===== config.mk =====
export PLATFORM = sky130hd
export DESIGN_NAME = hex_scan_driver
export DESIGN_NICKNAME = d
export VERILOG_FILES = /design/src/rtl/hex_scan_driver.sv
export SDC_FILE = /design/constraint.sdc
export NUM_CORES = 1
export LEC_CHECK = 0
export CORE_ASPECT_RATIO = 0.75
export CORE_UTILIZATION = 40
export CTS_BUF_LIST = sky130_fd_sc_hd__clkbuf_8
export DETAILED_ROUTE_END_ITERATION = 16
export PLACE_DENSITY = 0.64
export SKIP_LAST_GASP = 1
export SLEW_MARGIN = 5
export SYNTH_ARGS = -nofsm -noshare
export SYNTH_HDL_FRONTEND = slang
export SYNTH_SLANG_ARGS = --single-unit

===== constraint.sdc =====
create_clock -name clk -period 4.1 [get_ports clk]
set_input_delay 0.615 -clock clk [delete_from_list [all_inputs] [get_ports clk]]
set_output_delay 0.615 -clock clk [all_outputs]
set_load 0.02 [all_outputs]

===== src/rtl/hex_scan_driver.sv =====
// hex_scan_driver: time-multiplexed multi-digit hexadecimal seven-segment driver.
// Holds a DIGITS-wide hex word (plus decimal points and blank mask) captured by
// load, and scans one digit per SCAN_DIV-cycle slot over shared segment lines.
// Each slot starts with GUARD cycles of all anodes off to avoid ghosting.
// Every output is registered from the current scan state and shadow registers.
module hex_scan_driver #(
  parameter int DIGITS           = 4,
  parameter int SCAN_DIV         = 50000,
  parameter int GUARD            = 1,
  parameter int LZ_BLANK         = 1,
  parameter int ANODE_ACTIVE_LOW = 1
) (
  input  logic                  clk,
  input  logic                  reset,
  input  logic                  load,
  input  logic [4*DIGITS-1:0]   value,
  input  logic [DIGITS-1:0]     dp_in,
  input  logic [DIGITS-1:0]     blank_mask,
  input  logic                  en,
  output logic [6:0]            segments,
  output logic                  dp,
  output logic [DIGITS-1:0]     anode,
  output logic                  frame_tick
);

  localparam int CNT_W = (SCAN_DIV > 1) ? $clog2(SCAN_DIV) : 1;
  localparam int IDX_W = (DIGITS > 1) ? $clog2(DIGITS) : 1;
  localparam logic [CNT_W-1:0] CNT_LAST = CNT_W'(SCAN_DIV - 1);
  localparam logic [IDX_W-1:0] IDX_LAST = IDX_W'(DIGITS - 1);
  localparam logic AN_ON  = (ANODE_ACTIVE_LOW != 0) ? 1'b0 : 1'b1;
  localparam logic AN_OFF = (ANODE_ACTIVE_LOW != 0) ? 1'b1 : 1'b0;
  localparam logic [6:0] SEG_OFF = 7'b1111111;

  // Hex nibble to active-low {g,f,e,d,c,b,a} pattern.
  function automatic logic [6:0] hex_to_seg(input logic [3:0] nib);
    logic [6:0] seg;
    case (nib)
      4'h0:    seg = 7'b1000000;
      4'h1:    seg = 7'b1111001;
      4'h2:    seg = 7'b0100100;
      4'h3:    seg = 7'b0110000;
      4'h4:    seg = 7'b0011001;
      4'h5:    seg = 7'b0010010;
      4'h6:    seg = 7'b0000010;
      4'h7:    seg = 7'b1111000;
      4'h8:    seg = 7'b0000000;
      4'h9:    seg = 7'b0011000;
      4'hA:    seg = 7'b0001000;
      4'hB:    seg = 7'b0000011;
      4'hC:    seg = 7'b1000110;
      4'hD:    seg = 7'b0100001;
      4'hE:    seg = 7'b0000110;
      4'hF:    seg = 7'b0001110;
      default: seg = 7'b1111111;
    endcase
    return seg;
  endfunction

  // Shadow registers
  logic [4*DIGITS-1:0] value_q, value_d;
  logic [DIGITS-1:0]   dpsh_q, dpsh_d;
  logic [DIGITS-1:0]   blank_q, blank_d;
  // Scan state
  logic [CNT_W-1:0]    cnt_q, cnt_d;
  logic [IDX_W-1:0]    idx_q, idx_d;
  logic                wrap_q, wrap_d;
  // Output registers
  logic [6:0]          segments_q, segments_d;
  logic                dp_q, dp_d;
  logic [DIGITS-1:0]   anode_q, anode_d;
  logic                frame_tick_q, frame_tick_d;
  // Combinational helpers
  logic                guard_ok_s;
  logic [DIGITS-1:0]   lz_s;

  generate
    if (GUARD == 0) begin : g_no_guard
      assign guard_ok_s = 1'b1;
    end else begin : g_guard
      assign guard_ok_s = (cnt_q >= CNT_W'(GUARD));
    end
  endgenerate

  // Shadow capture: level-sampled load, hold otherwise.
  always_comb begin
    value_d = value_q;
    dpsh_d  = dpsh_q;
    blank_d = blank_q;
    if (load) begin
      value_d = value;
      dpsh_d  = dp_in;
      blank_d = blank_mask;
    end else begin
      value_d = value_q;
      dpsh_d  = dpsh_q;
      blank_d = blank_q;
    end
  end

  // Slot counter and digit index; wrap_d marks the frame boundary transition.
  always_comb begin
    cnt_d  = cnt_q;
    idx_d  = idx_q;
    wrap_d = 1'b0;
    if (cnt_q == CNT_LAST) begin
      cnt_d = '0;
      if (idx_q == IDX_LAST) begin
        idx_d  = '0;
        wrap_d = 1'b1;
      end else begin
        idx_d  = idx_q + IDX_W'(1);
        wrap_d = 1'b0;
      end
    end else begin
      cnt_d = cnt_q + CNT_W'(1);
    end
  end

  // Leading-zero map: digit d>0 is blanked when it and all higher nibbles are zero.
  always_comb begin
    logic upper_zero;
    upper_zero = 1'b1;
    lz_s       = '0;
    for (int d = DIGITS - 1; d >= 0; d--) begin
      upper_zero = upper_zero & (value_q[4*d +: 4] == 4'h0);
      if ((d > 0) && (LZ_BLANK != 0)) begin
        lz_s[d] = upper_zero;
      end else begin
        lz_s[d] = 1'b0;
      end
    end
  end

  // Segment/dp selection for the digit currently being scanned.
  always_comb begin
    segments_d = SEG_OFF;
    dp_d       = 1'b1;
    if (blank_q[idx_q]) begin
      segments_d = SEG_OFF;
      dp_d       = 1'b1;
    end else if (lz_s[idx_q]) begin
      segments_d = SEG_OFF;
      dp_d       = ~dpsh_q[idx_q];
    end else begin
      segments_d = hex_to_seg(value_q[{idx_q, 2'b00} +: 4]);
      dp_d       = ~dpsh_q[idx_q];
    end
  end

  // Anode enables: only the scanned digit, past its guard interval, with en high.
  always_comb begin
    anode_d = {DIGITS{AN_OFF}};
    for (int i = 0; i < DIGITS; i++) begin
      if (en && guard_ok_s && (idx_q == IDX_W'(i))) begin
        anode_d[i] = AN_ON;
      end else begin
        anode_d[i] = AN_OFF;
      end
    end
  end

  // Frame tick lands on the first output cycle of the new digit-0 slot.
  always_comb begin
    frame_tick_d = wrap_q;
  end

  // State and output registers with synchronous reset.
  always_ff @(posedge clk) begin
    if (reset) begin
      value_q      <= '0;
      dpsh_q       <= '0;
      blank_q      <= '0;
      cnt_q        <= '0;
      idx_q        <= '0;
      wrap_q       <= 1'b0;
      segments_q   <= SEG_OFF;
      dp_q         <= 1'b1;
      anode_q      <= {DIGITS{AN_OFF}};
      frame_tick_q <= 1'b0;
    end else begin
      value_q      <= value_d;
      dpsh_q       <= dpsh_d;
      blank_q      <= blank_d;
      cnt_q        <= cnt_d;
      idx_q        <= idx_d;
      wrap_q       <= wrap_d;
      segments_q   <= segments_d;
      dp_q         <= dp_d;
      anode_q      <= anode_d;
      frame_tick_q <= frame_tick_d;
    end
  end

  assign segments   = segments_q;
  assign dp         = dp_q;
  assign anode      = anode_q;
  assign frame_tick = frame_tick_q;

endmodule


After elaboration in Yosys (flattened, before gate mapping)
Memories as Yosys holds them, arrays and structs flattened. A register that Yosys moved wholly into a read port is not among the register bits.
Index checks and enable logic that the tools add are counted.
- $add $sub $neg: 2
- $lt $le $gt $ge: 2
- eq/ne operators: 4
- shift-type cells: 1
- muxes and demuxes: 12
- bitwise gates (word level): 4
- reduce and logical (&&, ||, !) cells: 13
- operators by type and width (operator ; number):
    $add 16x1->16 const B ; 1
    $eq 16x16->1 const B ; 1
    $ge 16x1->1 const B ; 1
    $shiftx 16x5->4 ; 1
    $logic_not 4->1 ; 3
    $mux 1 ; 8
    $bmux 1 s2 ; 3
    $reduce_or 2->1 ; 3
    $logic_and 1x1->1 ; 5
    $eq 2x2->1 const B ; 2
    $lt 2x3->1 const B ; 1
    $reduce_or 3->1 ; 1
    $add 2x1->2 const B ; 1
    $and 1x1->1 ; 2
    $eq 2x1->1 const B ; 1
    $logic_not 2->1 ; 1
    $mux 2 ; 1
    $not 1->1 ; 2
- flip-flop bits (word level): 49
- ROM bits: 112
- input bits: 28
- output and inout port bits: 13
- memories kept: 1
- memories (name ; words ; bits a word ; rd ports ; clocked after Yosys merged registers in ; write ports ; RTL line ; text):
    (no name shown) ; 16 ; 7 ; 1 ; 1 ; 0 ; 37 ; case (nib)

Depth between registers and ports, before layout
- depth in word-level cells: 6
- depth in mapped cells: 8
- depth with buffers taken out: 7

Least setup slack after synthesis
Ideal clock, no wire load.
- kind: register -> register
- start: register idx_q[0]
- end: register segments_q[3] (netlist: segments[3])
- data arrival time: 1999 ps
- slack: 2014 ps
- cell stages (with the launch flop): 8
- buffers on the path: 1
- clock period less this slack: 2086 ps
- path through: dfxtp_1 -> buf_2 -> mux4_2 -> inv_1 -> ha_1 -> mux2_2 -> nor2_1 -> o31ai_1
- word-level cells in the longest chain between the ends: 3
- elaborated cells on any way between the ends: 6
- those cells by class: shift (1); mux (4); reduce/logical (1)
- RTL lines (item ; RTL line ; text):
    start: declaration ; 65 ; logic [IDX_W-1:0] idx_q, idx_d;
    start signal: assignment ; 185 ; idx_q <= idx_d;
    parallel branches: the longest is 3 deep, another holds $shiftx 16x5->4 ; n/a ;
    end: declaration ; 68 ; logic [6:0] segments_q, segments_d;
Parallel ways; which one is timed is not known. The select of a mux whose other input is x is not followed.
A chain may end at the register's enable or synchronous reset.

Worst setup path after layout
Ends and elaborated chain as after synthesis.

==> flow_summary_export.csv <==
group,metric,value,unit
timing,post-route-worst-setup-slack,1.79,ns
clock_tree,post-cts-setup-buffer-count,0,
timing,finalHoldViolCount,0,
routing,drt-total-wl,4.89,mm
clock_tree,h-tree-depth,2,
clock_tree,cts_sink_count,56,
clock_tree,cts_hold_repair.buffers,0,
worst_setup_path,timing.rr.end,"segments[3]$_SDFF_PP1_",
finish,finish.cell_count_without_fillers,371,
floorplanning,chipHeight,71.0,um
timing,layout_min_cycle_time,2.31,ns
timing,max_slew_margin,0.605,
finish,area_delta_synth_final,22.0,%
power_and_ir_drop,ir_drop,0.136,mV
worst_setup_path,critical-path-slowest-cell,"sky130_fd_sc_hd__dfxtp_1",
global_routing,total_track_usage,0.162,
placement,routabilityCongestion,0.788,
power_and_ir_drop,power_leakage,1.18,nW
floorplanning,initial_core_util,0.425,
placement,placed_cells_incl_taps,363,
clock_tree,clk_path_buf_depth,2,
global_routing,grt_first_pass_wirelength,8.40,mm
routing,route.detailed.drc,0,
routing,detailedRoute.firstIterationViolations,70,
worst_setup_path,ff2ff_setup_slack,1.79,ns
floorplanning,design.die.area,0.00667,sq mm
placement,place_hpwl,3.52,mm
run,max_cap_violations,0,
clock_tree,worst_setup_hold_path_clk_slew,0.11,ns
run_status,outcome,"completed",
clock_tree,insertion_delay,0.31,ns
timing,drv_slew,0,
logic_synthesis,syn_area,0.00254,sq mm
worst_setup_path,critical_path.startpoint_type,"flop",
logic_synthesis,avgSynthCellArea,9.99,sq um
routing,drtPass1Iterations,4,
worst_setup_path,reg2regPathDepth,6,
global_routing,grt_max_degree,31,
worst_setup_path,crit_required,4.34,ns
placement,placement.cell_area,0.00300,sq mm
worst_setup_path,worst_reg2reg_path_startpoint,"idx_q[0]$_SDFFE_PP0N_",
timing,worst_hold_margin,0.443,ns
logic_synthesis,synth.distinct_cells,42,
worst_setup_path,setup.worst_path.class,"reg -> reg",
floorplanning,io-pin-count,41,
timing,setup-violations-final,0,
worst_setup_path,max_stage_delay,0.69,ns
routing,antenna_violating_nets_post_route,0,
finish,antenna_cells,0,
worst_hold_path,min_path_cells,1,
clock_tree,cts_tree,"yes",
global_routing,grt_antenna_before_repair,0,
logic_synthesis,syn-instance-count,254,
global_routing,vias_in_the_first_global_route,1740,
logic_synthesis,synth_sequential_area_ratio,0.442,
floorplanning,design.core.area,0.00598,sq mm
finish,finalInstanceArea,0.00310,sq mm
routing,via_per_inst,4.99,
worst_hold_path,worst_hold_path.endpoint,"frame_tick$_SDFF_PP0_",
power_and_ir_drop,total_power,1.04,mW
worst_setup_path,worstPathMaxFanout,12,
worst_setup_path,crit_path_end_kind,"flop",
timing,maxClockFrequency,0.433,GHz
placement,pre_cts_slack,1.77,ns
logic_synthesis,number_of_synthesized_flops_with_an_enable_pin,0,
worst_hold_path,hold_startpoint,"frame_tick_d$_SDFF_PP0_",
routing,drt-wirelength-per-cell,13.2,um
routing,vias_after_detailed_routing,1850,
logic_synthesis,ys_ff_latch,56,
timing,tightestPinTransition,0.588,ns
finish,num-nets-final,332,
clock_tree,number_of_buffers_created_by_cts,5,
clock_tree,cts_root_buf,"sky130_fd_sc_hd__clkbuf_8",
logic_synthesis,yosys_warnings,0,
power_and_ir_drop,power-per-cell-area,336,mW/mm^2
timing,grt_setup_unrepaired,"false",
timing,timing.setup.tns,0,ns
floorplanning,die-width,94.0,um
worst_setup_path,critical_path_cell_by_cell,"mux4_2, inv_1, ha_1, mux2_2, nor2_1, o31ai_1",
timing,skew,0.0156,ns
finish,final_layout_size_suffix_gt1_frac,0.0922,
timing,layout_worst_path_cycle_share,0.563,
placement,io_buffer_count,40,
logic_synthesis,postSynthNetCount,294,
finish,final_core_util,0.518,
global_routing,globalRoute.totalOverflow,0,
clock_tree,cts_resized,0,
worst_setup_path,worst_path_arrival_time,2.55,ns
logic_synthesis,ys.flop_type,"sky130_fd_sc_hd__dfxtp_1",
floorplanning,placementRows,24,
worst_hold_path,worst_hold_path_type,"reg -> reg",
logic_synthesis,synth_async_sr_flop_share,0,
-- kinds of logic after synthesis --
| group | Yosys count | synth area share |
|---|---|---|
| and+or+nand+nor | 93 | 0.179 |
| DFF | 56 | 0.442 |
| muxes | 34 | 0.165 |
| buffers and inverters | 25 | 0.0409 |
| AOI/OAI and AO/OA | 22 | 0.0725 |
| xor gates and xnor gates | 12 | 0.0414 |
| adders and majority gates | 12 | 0.0592 |
-- cell usage in the layout (no fill, tap or decap), types with 4 or more instances in the layout --
cell and n:
sky130_fd_sc_hd__clkdlybuf4s50_1 40, sky130_fd_sc_hd__xnor2_1 10, sky130_fd_sc_hd__mux2i_1 26, sky130_fd_sc_hd__nor3_1 6
sky130_fd_sc_hd__inv_1 14, sky130_fd_sc_hd__a21oi_1 4, sky130_fd_sc_hd__nor2_1 44, sky130_fd_sc_hd__o221ai_1 4
sky130_fd_sc_hd__nand2_1 16, sky130_fd_sc_hd__nand3_1 5, sky130_fd_sc_hd__dfxtp_1 56, sky130_fd_sc_hd__clkbuf_8 6
sky130_fd_sc_hd__mux4_2 6, sky130_fd_sc_hd__nor4_1 4, sky130_fd_sc_hd__ha_1 12
-- state kept, by name, indices dropped and copies added, names as in the netlist, 2 cells and up --
name and cells:
cnt_q 16, value_q 16, segments 7, anode 4
blank_q 4, dpsh_q 4, idx_q 2
-- cells in the mapped netlist (2+ instances only) --
| master | instances | area (sq um) |
|---|---|---|
| sky130_fd_sc_hd__nand4_1 | 2 | 12.5 |
| sky130_fd_sc_hd__ha_1 | 12 | 150 |
| sky130_fd_sc_hd__nor2_1 | 44 | 165 |
| sky130_fd_sc_hd__inv_1 | 14 | 52.6 |
| sky130_fd_sc_hd__nor3_1 | 6 | 30.0 |
| sky130_fd_sc_hd__mux4_2 | 6 | 135 |
| sky130_fd_sc_hd__nand3_1 | 5 | 25.0 |
| sky130_fd_sc_hd__dfxtp_1 | 56 | 1120 |
| sky130_fd_sc_hd__xor2_1 | 2 | 17.5 |
| sky130_fd_sc_hd__nand2_1 | 16 | 60.1 |
| sky130_fd_sc_hd__nor4_1 | 4 | 25.0 |
| sky130_fd_sc_hd__or4_1 | 2 | 15.0 |
| sky130_fd_sc_hd__buf_2 | 5 | 25.0 |
| sky130_fd_sc_hd__clkbuf_1 | 5 | 18.8 |
| sky130_fd_sc_hd__mux2i_1 | 26 | 260 |
| sky130_fd_sc_hd__a21oi_1 | 4 | 20.0 |
| sky130_fd_sc_hd__mux2_2 | 2 | 22.5 |
| sky130_fd_sc_hd__nand2b_1 | 2 | 12.5 |
| sky130_fd_sc_hd__o221ai_1 | 4 | 35.0 |
| sky130_fd_sc_hd__nor2b_1 | 2 | 12.5 |
| sky130_fd_sc_hd__o21ai_0 | 2 | 10.0 |
| sky130_fd_sc_hd__a2bb2o_4 | 2 | 40.0 |
| sky130_fd_sc_hd__xnor2_1 | 10 | 87.6 |
| sky130_fd_sc_hd__or3_1 | 2 | 12.5 |
| sky130_fd_sc_hd__a21oi_2 | 2 | 17.5 |
-- worst max path at each step --
stage	start	cells past startpoint	slack (ns)	to
2_1_floorplan	idx_q[0]$_SDFFE_PP0N_	7	2.01	segments[3]$_SDFF_PP1_
3_3_place_gp	idx_q[0]$_SDFFE_PP0N_	6	1.81	segments[3]$_SDFF_PP1_
3_5_place_dp	idx_q[0]$_SDFFE_PP0N_	6	1.77	segments[3]$_SDFF_PP1_
4_1_cts	idx_q[0]$_SDFFE_PP0N_	6	1.77	segments[3]$_SDFF_PP1_
5_1_grt	idx_q[0]$_SDFFE_PP0N_	6	1.59	segments[3]$_SDFF_PP1_
6_report	idx_q[0]$_SDFFE_PP0N_	6	1.79	segments[3]$_SDFF_PP1_
-- per-layer routing --
metal  global-route usage  vias to the layer above  part of all wire
li1                     -                      954                 -
met1                0.242                      855              0.54
met2                0.223                       34              0.40
met3               0.0441                        7             0.045
met4               0.0547                        0             0.012
met5                    0                        -                 0
-- worst max-delay path: cells and delay by family (launching register included) --
family                   cells  cell delay (ns)
adder cells (fa/ha/maj)      1             0.29
AND/OR/NAND/NOR              1             0.04
buffers and inverters        1             0.13
multiplexers                 2             0.88
AO/OA/AOI/OAI                1             0.22
flip-flops                   1             0.69
-- power breakdown --
| part | internal [mW] | leakage (nW) | switching [mW] | total [mW] |
|---|---|---|---|---|
| Clock | 0.137 | 0.0434 | 0.180 | 0.317 |
| Combinational | 0.0755 | 0.675 | 0.0641 | 0.140 |
| Sequential | 0.568 | 0.459 | 0.0150 | 0.583 |
| Total | 0.781 | 1.18 | 0.259 | 1.04 |
-- cell type report --
cell class              instances  area [sq um]
clock buffers                   6          82.6
clock inverters                 2          15.0
fillers                       552          2880
inverters                      14          52.6
multi-input cells             173          1310
flip-flops and latches         56          1120
well taps                      78          97.6
repair buffers                 42           415
Note: power is estimated with default switching activity, not from simulation.
